$ cat config.mk
export PLATFORM = sky130hd
export DESIGN_NAME = stream_stats
export DESIGN_NICKNAME = d
export VERILOG_FILES = /design/src/rtl/stream_stats.sv
export SDC_FILE = /design/constraint.sdc
export NUM_CORES = 1
export LEC_CHECK = 0
export BUFFER_PORTS_ARGS = -buffer_cell sky130_fd_sc_hd__buf_4
export CORE_MARGIN = 2
export CORE_UTILIZATION = 48
export CTS_CLUSTER_DIAMETER = 40
export CTS_CLUSTER_SIZE = 30
export DETAILED_ROUTE_END_ITERATION = 16
export PLACE_DENSITY = 0.71
export SETUP_SLACK_MARGIN = 0.4
export SLEW_MARGIN = 10
export SYNTH_ARGS = -nofsm -noshare
export SYNTH_HDL_FRONTEND = slang
export SYNTH_SLANG_ARGS = --single-unit
$ cat constraint.sdc
create_clock -name clk -period 3.55 [get_ports clk]
set_clock_uncertainty 0.1 [all_clocks]
set_input_delay 0.5325 -clock clk [delete_from_list [all_inputs] [get_ports clk]]
set_output_delay 0.5325 -clock clk [all_outputs]
set_load 0.02 [all_outputs]
$ cat src/rtl/stream_stats.sv
// Streaming frame statistics: tracks max, min, sum and count over a valid/ready sample frame
// and presents one result record per frame until the consumer takes it.
module stream_stats #(
    parameter int WIDTH  = 8,
    parameter int CNT_W  = 8,
    parameter bit SIGNED = 1'b0
) (
    input  logic                   clk,
    input  logic                   rst,
    input  logic                   in_valid,
    output logic                   in_ready,
    input  logic [WIDTH-1:0]       in_data,
    input  logic                   in_last,
    output logic                   out_valid,
    input  logic                   out_ready,
    output logic [WIDTH-1:0]       out_max,
    output logic [WIDTH-1:0]       out_min,
    output logic [WIDTH+CNT_W-1:0] out_sum,
    output logic [CNT_W-1:0]       out_cnt,
    output logic                   out_ovf
);

    localparam int SUM_W = WIDTH + CNT_W;
    localparam logic [CNT_W-1:0] CNT_MAX = '1;
    localparam logic [CNT_W-1:0] CNT_ONE = CNT_W'(1);

    typedef enum logic [1:0] {
        IDLE = 2'd0,
        ACC  = 2'd1,
        HOLD = 2'd2
    } state_t;

    state_t             state_reg;
    logic               in_ready_reg;
    logic               out_valid_reg;
    logic [WIDTH-1:0]   max_reg;
    logic [WIDTH-1:0]   min_reg;
    logic [SUM_W-1:0]   sum_reg;
    logic [CNT_W-1:0]   cnt_reg;
    logic               ovf_reg;

    logic [SUM_W-1:0]   data_ext;
    logic               accept;
    logic               handoff;
    logic               above_max;
    logic               below_min;
    logic               cnt_full;

    // Upper sum bits replicate the sample MSB only in signed mode.
    assign data_ext[WIDTH-1:0] = in_data;
    generate
        for (genvar gi = WIDTH; gi < SUM_W; gi++) begin : g_ext
            assign data_ext[gi] = SIGNED ? in_data[WIDTH-1] : 1'b0;
        end
    endgenerate

    generate
        if (SIGNED) begin : g_cmp_signed
            assign above_max = $signed(in_data) > $signed(max_reg);
            assign below_min = $signed(in_data) < $signed(min_reg);
        end else begin : g_cmp_unsigned
            assign above_max = in_data > max_reg;
            assign below_min = in_data < min_reg;
        end
    endgenerate

    assign accept   = in_valid & in_ready_reg;
    assign handoff  = out_valid_reg & out_ready;
    assign cnt_full = (cnt_reg == CNT_MAX);

    always_ff @(posedge clk) begin
        if (rst) begin
            state_reg     <= IDLE;
            in_ready_reg  <= 1'b1;
            out_valid_reg <= 1'b0;
            max_reg       <= '0;
            min_reg       <= '0;
            sum_reg       <= '0;
            cnt_reg       <= '0;
            ovf_reg       <= 1'b0;
        end else begin
            case (state_reg)
                IDLE: begin
                    if (accept) begin
                        max_reg <= in_data;
                        min_reg <= in_data;
                        sum_reg <= data_ext;
                        cnt_reg <= CNT_ONE;
                        ovf_reg <= 1'b0;
                        if (in_last) begin
                            state_reg     <= HOLD;
                            in_ready_reg  <= 1'b0;
                            out_valid_reg <= 1'b1;
                        end else begin
                            state_reg <= ACC;
                        end
                    end
                end
                ACC: begin
                    if (accept) begin
                        if (above_max) max_reg <= in_data;
                        if (below_min) min_reg <= in_data;
                        // Once the count saturates, sum and count freeze; extremes keep tracking.
                        if (!cnt_full) begin
                            sum_reg <= sum_reg + data_ext;
                            cnt_reg <= cnt_reg + CNT_ONE;
                        end else begin
                            ovf_reg <= 1'b1;
                        end
                        if (in_last) begin
                            state_reg     <= HOLD;
                            in_ready_reg  <= 1'b0;
                            out_valid_reg <= 1'b1;
                        end
                    end
                end
                HOLD: begin
                    if (handoff) begin
                        state_reg     <= IDLE;
                        in_ready_reg  <= 1'b1;
                        out_valid_reg <= 1'b0;
                    end
                end
                default: begin
                    state_reg     <= IDLE;
                    in_ready_reg  <= 1'b1;
                    out_valid_reg <= 1'b0;
                end
            endcase
        end
    end

    assign in_ready  = in_ready_reg;
    assign out_valid = out_valid_reg;
    assign out_max   = max_reg;
    assign out_min   = min_reg;
    assign out_sum   = sum_reg;
    assign out_cnt   = cnt_reg;
    assign out_ovf   = ovf_reg;

endmodule

# After elaboration in Yosys (flattened, before gate mapping)
# Cells that the tools add are included.
op_classes:
  addsub: 2
  eq_ne: 13
  mux: 33
  n_reduce_logical: 9
  n_bitwise: 2
  magnitude_cmp: 2
op_table:
  columns: ["op", "n"]
  rows:
  - ["2-to-1 mux 8 bit", 8]
  - ["2-to-1 mux 16 bit", 3]
  - ["case mux 8 bit (2 select lines)", 3]
  - ["case mux 16 bit (2 select lines)", 1]
  - ["AND reduction 4 bit", 5]
  - ["adder 16 x 8 -> 16 bit", 1]
  - ["inequality test 2 bit (second input constant)", 8]
  - ["2-to-1 mux 2 bit", 5]
  - ["2-to-1 mux 1 bit", 9]
  - ["adder 8 x 1 -> 8 bit (second input constant)", 1]
  - ["== test 8 bit (second input constant)", 1]
  - ["> comparator 8 bit", 1]
  - ["less-than comparator 8 bit", 1]
  - ["case mux 1 bit (2 select lines)", 3]
  - ["case mux 2 bit (3 select lines)", 1]
  - ["inequality test 2 x 1 -> 1 bit (second input constant)", 2]
  - ["AND reduction 3 bit", 1]
  - ["bitwise AND 1 bit", 2]
  - ["== test 2 x 1 -> 1 bit (second input constant)", 1]
  - ["== test 2 bit (second input constant)", 1]
  - ["zero test 2 bit", 1]
  - ["nonzero test 2 bit", 1]
  - ["OR reduction 2 bit", 1]
totals:
  ff_bits: 45
  in_bits: 13
  word_cells: 69
  output_inout_bits: 43

# Logic depth before layout (Yosys ltp)
# Gate-level depths: netlist of run 1.
depth:
  word_depth: 4
  depth_mapped: 8
  mapped_depth_nobuf: 7

# Worst setup path after synthesis of run 1
# OpenSTA, ideal clock, no wires.
synth_timing:
  path_kind: "input to register"
  startpoint: "input port in_data[0]"
  endpoint: "register sum_reg[8] (netlist: out_sum[8])"
  setup_time_ps: 115
  path_slack_ps: 1154
  stages: 7
  path_buffers: 0
  arrival_ps: 2181
  path_cell_list: "ha_1 > fa_1 > a211oi_1 > o21bai_1 > a21boi_1 > nor3_1 > o21a_1"
synth_between:
  elab_chain_cells: 4
synth_rtl:
  columns: ["element", "line", "rtl"]
  rows:
  - ["start: declaration", "12", "input logic [WIDTH-1:0] in_data,"]
  - ["adder 16 x 8 -> 16 bit", "105", "sum_reg <= sum_reg + data_ext;"]
  - ["2-to-1 mux 16 bit", "104", "if (!cnt_full) begin"]
  - ["2-to-1 mux 16 bit", "100", "if (accept) begin"]
  - ["case mux 16 bit (2 select lines)", "82", "case (state_reg)"]
  - ["end signal: assignment", "87", "sum_reg <= data_ext;"]
  - ["end signal: assignment", "105", null]
  - ["end: declaration", "38", "logic [SUM_W-1:0] sum_reg;"]
# No other way between the ends. The select of a mux whose other input is x is not followed.
# A chain may end at the register's enable or synchronous reset.

# Worst setup path in the final report of run 1
layout_timing:
  startpoint: "input port in_data[0]"
  endpoint: "register sum_reg[14] (netlist: out_sum[14])"
# Same word-level chain as after synthesis.

==> impl_metrics.csv, run 1 <==
group,metric,value,unit
placed_design,place_ws,736,ps
logic_synthesis,synth_area,2780,um2
pwr,irDropWorstVdd,188,uV
min_path,hold_path_class,"reg -> reg",
logic_synthesis,synth-seq-cells,45,
detailed_routing,dr.pass1.iters,4,
logic_synthesis,syn_nets,364,
cts,post_cts_buffers,0,
cts,clkTransAtPathRegs,90,ps
detailed_routing,avgViaCountPerCell,5.54,
cts,tritoncts,"yes",
placed_design,place_area,3240,um2
cts,post_cts_resized,0,
logic_synthesis,synth_seq_area_share,32.4,%
logic_synthesis,postSynthCellCount,326,
global_routing,grt_max_degree,41,
cts,clock_path_buffers,2,
logic_synthesis,avgSynthCellArea,8.54,um2
critical_path,cp_top_family,"compound AO/OA/AOI/OAI gates",
global_routing,overflow,0,
timing,min_period,2540,ps
placed_design,place.gp.congestion,0.802,
floorplanning,die_area,6420,um2
critical_path,crit_required,3600,ps
cells_and_area,fin_area,3360,um2
cells_and_area,area_growth,20.6,%
status,outcome,"complete, no violations",
cts,clk_latency,300,ps
timing,rsz0062_at_grt,"no",
detailed_routing,drcViolationCount,0,
logic_synthesis,yosysWarnings,0,
cts,clockRootBuffer,"clkbuf_8",
pwr,powerDensity,400,nW/um2
cells_and_area,postLayoutCoreUtil,60.6,%
logic_synthesis,synth_common_cells,"45 x dfxtp_1, 29 x nand2b_1, 24 x ha_1",
critical_path,end_kind,"flop",
cts,cts_buffers,5,
critical_path,max_stage_delay,480,ps
job,drv_cap,0,
critical_path,critPathBufInv,1,
timing,relSlewSlack,46.5,%
timing,post-route-period-util,71.5,%
critical_path,critPathSlowestCell,"a21boi_1",
timing,setup_slack,1010,ps
cells_and_area,largest_reg_flops,16,
logic_synthesis,ys_async_sr_fraction,0,%
global_routing,grt_pass1_wl,10600,um
cts,htreeDepth,2,
logic_synthesis,synth_top_area_share,32.4,%
timing,setup_violations,0,
critical_path,crit_path_max_fanout,8,
timing,fmax,394,MHz
timing,tightest_slew,803,ps
detailed_routing,routed_wl,6250,um
critical_path,cp.arrival,2590,ps
placed_design,io_buffers,55,
timing,setup-tns-final,0,ps
logic_synthesis,synth_edf_count,0,
floorplanning,die_h,80.2,um
floorplanning,start_util,50.2,%
global_routing,grt_pass1_vias,2246,
logic_synthesis,synthFlopType,"dfxtp_1",
placed_design,hpwl,4630,um
critical_path,startpoint_type,"input pin",
cts,clock_sinks,45,
logic_synthesis,synthMostInstantiatedCell,"dfxtp_1",
detailed_routing,drtIter0Drc,96,
floorplanning,row_count,27,
detailed_routing,via_count,2491,
timing,finalHoldViolCount,0,
detailed_routing,ant_nets,0,
logic_synthesis,synth_top_area_cell,"dfxtp_1",
global_routing,grt_use_total,20.5,%
critical_path,cp_cell_sequence,"buf_4, ha_1, fa_1, a211oi_1, o21bai_1, a21boi_1, or4_1, a21oi_1",
cells_and_area,fin_nets,415,
logic_synthesis,synth_cell_type_count,44,
detailed_routing,wl_per_cell,13.9,um
logic_synthesis,ys_top_cells_by_area,"dfxtp_1 32%, ha_1 11%, mux2i_1 6.8%",
cts,holdBufCountCts,0,
pwr,power_leakage,1.44,nW
timing,slew_viol_final,0,
floorplanning,io-pin-count,56,
floorplanning,die_w,80.2,um
pwr,totalPowerFinal,0.00134,W
floorplanning,core_area,5540,um2
global_routing,antenna_found_initial,0,
cells_and_area,drive_gt1_share,18.3,%
cells_and_area,antenna_cells,0,
critical_path,crit_type,"in -> reg",
stage by stage:
step	hold slack, ps	instances
finish	382	450
CTS	389	450
global route	414	450
detailed placement	374	442
floorplan	406	326
global placement	366	442
worst reg2reg max path, stage by stage (launching register included):
cell,delay [ps]
dfxtp_1,340
ha_1,220
fa_1,440
a211oi_1,350
o21bai_1,190
a21boi_1,480
or4_1,190
a21oi_1,60
path summary, 6_finish.rpt:
check / from / endpoint / slack, ps / cells after the start
max: in_data[0] / out_sum[14] / 1010 / 8
min reg2reg: out_valid / out_valid / 380 / 2
max reg2reg: out_sum[0] / out_sum[14] / 1040 / 7
min: out_valid / out_valid / 380 / 2
final cells by class:
class	instances	area [um2]
inverters	19	71.3
clock inverters	2	37.5
flip-flops and latches	45	901
multi-input cells	249	1750
fillers	518	2180
well taps	72	90.1
repair buffers	57	428
clock buffers	6	82.6
per-layer routing:
metal	GRT usage (%)	routed length, um	vias to the layer above
li1	-	-	1277
met1	28.8	3200	1157
met2	31.2	2700	48
met3	3.93	257	9
met4	6.95	89	0
met5	0	0	-
cell families (layout without fill, tap and decap cells):
family,Yosys count,after routing,synth area share [%]
compound gates,81,81,19.6
xor+xnor,6,6,1.89
fa+ha+maj,25,25,11.5
buf+inv,32,84,4.85
flops,45,45,32.4
mux,19,19,6.83
simple gates,118,118,23.0
cell usage in the layout, fill, tap and decap left out, drive strengths merged, types with 3 or more instances in the layout:
cell type  count
buf           57
nand2         21
and3           6
o31ai          5
a31oi          3
o21bai         4
mux2i         19
clkbuf         6
or4            7
a211oi        10
nor2b          3
o21a           5
xor2           3
a21oi         21
nor2          23
a21o           5
dfxtp         45
nor3           9
inv           19
and4           3
xnor2          3
nand2b        29
o211ai         4
o21ai         15
nand3          8
ha            24
report_power, final:
| part | leakage [nW] | internal, W | switching, W |
|---|---|---|---|
| clock network | 0.0574 | 0.000229 | 0.000180 |
| registers | 0.368 | 0.000535 | 0.0000318 |
| logic | 1.02 | 0.000155 | 0.000211 |
| total | 1.44 | 0.000919 | 0.000423 |
Power figures use the tool's default switching activity.
==> run 2, diff against run 1 <==
- PLACE_DENSITY: 0.71 -> 0.74
- clock period: 3.55 -> 2.2 ns (I/O delays scaled with it)
==> run 2 against run 1 <==
Critical path depth unchanged; global-route usage up 2.3 points; first-iteration DRC count increased by 40%; worst hold slack lost 170 ps; power rose by 67%; critical endpoint is now out_sum[4]; sequential power increased by 62%; cell count rose by 5.6%; design area increased by 18%; core utilization increased by 11 points; largest cell class unchanged; combinational power up 130%; non-clock buffer count grew 25.
==> impl_metrics.csv, run 2 (synthesis results as in run 1) <==
group,metric,value,unit
status,outcome,"complete, no violations",
cts,clockRootBuffer,"clkbuf_8",
cells_and_area,final_common_cell,"buf_4",
detailed_routing,dr.pass1.iters,4,
pwr,swShare,34.3,%
critical_path,crit_path_max_fanout,3,
placed_design,place_area,3460,um2
pwr,seqPwrFrac,41.0,%
timing,post-route-period-util,89.3,%
global_routing,grt_use_total,22.7,%
timing,setup_violations,0,
cts,tritoncts,"yes",
pwr,irDropWorstVdd,296,uV
timing,tightest_slew,397,ps
floorplanning,io-pin-count,56,
pwr,totalPowerFinal,0.00225,W
timing,finalHoldViolCount,0,
timing,setup_slack,235,ps
floorplanning,die_h,80.2,um
floorplanning,core_area,5540,um2
cells_and_area,antenna_cells,0,
floorplanning,die_area,6420,um2
detailed_routing,via_count,2635,
timing,relSlewSlack,73.4,%
placed_design,io_buffers,55,
pwr,clkPwrFrac,22.0,%
detailed_routing,wl_per_cell,15.4,um
critical_path,cp.arrival,2050,ps
job,drv_cap,0,
timing,fmax,509,MHz
cts,cts_buffers,5,
cells_and_area,fin_area,3950,um2
timing,setup-tns-final,0,ps
pwr,power_leakage,1.60,nW
critical_path,r2r_slack,230,ps
cts,clock_sinks,45,
cts,clock_path_buffers,2,
placed_design,hpwl,5020,um
detailed_routing,ant_nets,0,
cts,clk_latency,300,ps
critical_path,startpoint_type,"flop",
global_routing,overflow,0,
global_routing,grt_max_degree,41,
cts,clkTransAtPathRegs,80,ps
cts,htreeDepth,2,
cells_and_area,postLayoutCoreUtil,71.3,%
critical_path,crit_required,2280,ps
placed_design,place_ws,20.6,ps
cells_and_area,fin_nets,440,
critical_path,crit_type,"reg -> reg",
critical_path,end_kind,"flop",
cells_and_area,final_cell_mix,"78 x buf_4, 29 x nand2b_1, 26 x dfxtp_1, 21 x nor2_1, 20 x nand2_1",
cells_and_area,area_growth,41.9,%
floorplanning,die_w,80.2,um
min_path,hold_path_class,"in -> reg",
global_routing,grt_pass1_vias,2496,
floorplanning,start_util,50.2,%
cells_and_area,drive_gt1_share,40.2,%
detailed_routing,avgViaCountPerCell,5.55,
timing,rsz0062_at_grt,"yes",
timing,min_period,1970,ps
placed_design,place.gp.congestion,0.840,
cells_and_area,largest_reg_flops,16,
global_routing,antenna_found_initial,0,
pwr,power.internal,0.00148,W
detailed_routing,drcViolationCount,0,
pwr,powerDensity,569,nW/um2
timing,slew_viol_final,0,
global_routing,grt_pass1_wl,11500,um
floorplanning,row_count,27,
detailed_routing,drtIter0Drc,134,
detailed_routing,routed_wl,7320,um
pwr,combinationalPowerShare,37.1,%
pwr,p_sw,0.000771,W
[run 2: power groups by stage]
stage / combinational, W / clock, W / sequential [W]
2_1_floorplan: 0.000405 / 0 / 0.000983
3_3_place_gp: 0.000641 / 0 / 0.000939
3_5_place_dp: 0.000657 / 0 / 0.000939
4_1_cts: 0.000732 / 0.000512 / 0.000920
5_1_grt: 0.000904 / 0.000541 / 0.000928
6_report: 0.000833 / 0.000493 / 0.000921
[run 2: worst paths after layout]
check             start      endpoint  cells past startpoint
min reg2reg     out_ovf       out_ovf                      2
max          out_sum[0]    out_sum[4]                      8
min             in_last  state_reg[1]                      3
max reg2reg  out_sum[0]    out_sum[4]                      8
[run 2: per-layer routing]
metal	wire, um	global-route usage [%]
met1	3270	28.7
met3	308	4.04
met4	170	6.61
met2	3570	39.4
met5	0	0
[run 2: stage by stage]
step                      instances  hold WS [ps]
final                           475           208
after global routing            475           243
after CTS                       465           204
after detailed placement        446           369
after global placement          446           360
after floorplan                 326           382
[run 2: critical path, stage by stage, from the launching register on]
cell       delay [ps]
dfxtp_4           360
ha_4              160
fa_2              350
buf_4             150
buf_6             100
a21o_1            160
a211oi_2          190
a2bb2oi_1         180
a211oi_1           90
[run 2: area by class of cell]
cell class                 count  area [um2]
multi-input combinational    249        2130
fill                         439        1590
sequential                    45         945
timing repair buffer          82         631
tap                           72        90.1
inverter                      19        73.8
clock buffer                   5        68.8
clock inverter                 3        12.5
[run 2: what timing repair did]
| action | in CTS | in global routing |
|---|---|---|
| buffers inserted | 11 | 10 |
| hold buffers | 0 | 0 |
| endpoints found under the hold margin | 0 | 0 |
| resized for setup | 23 | 33 |
| pin swaps | 10 | 19 |
| endpoints found under the setup margin | 26 | 34 |
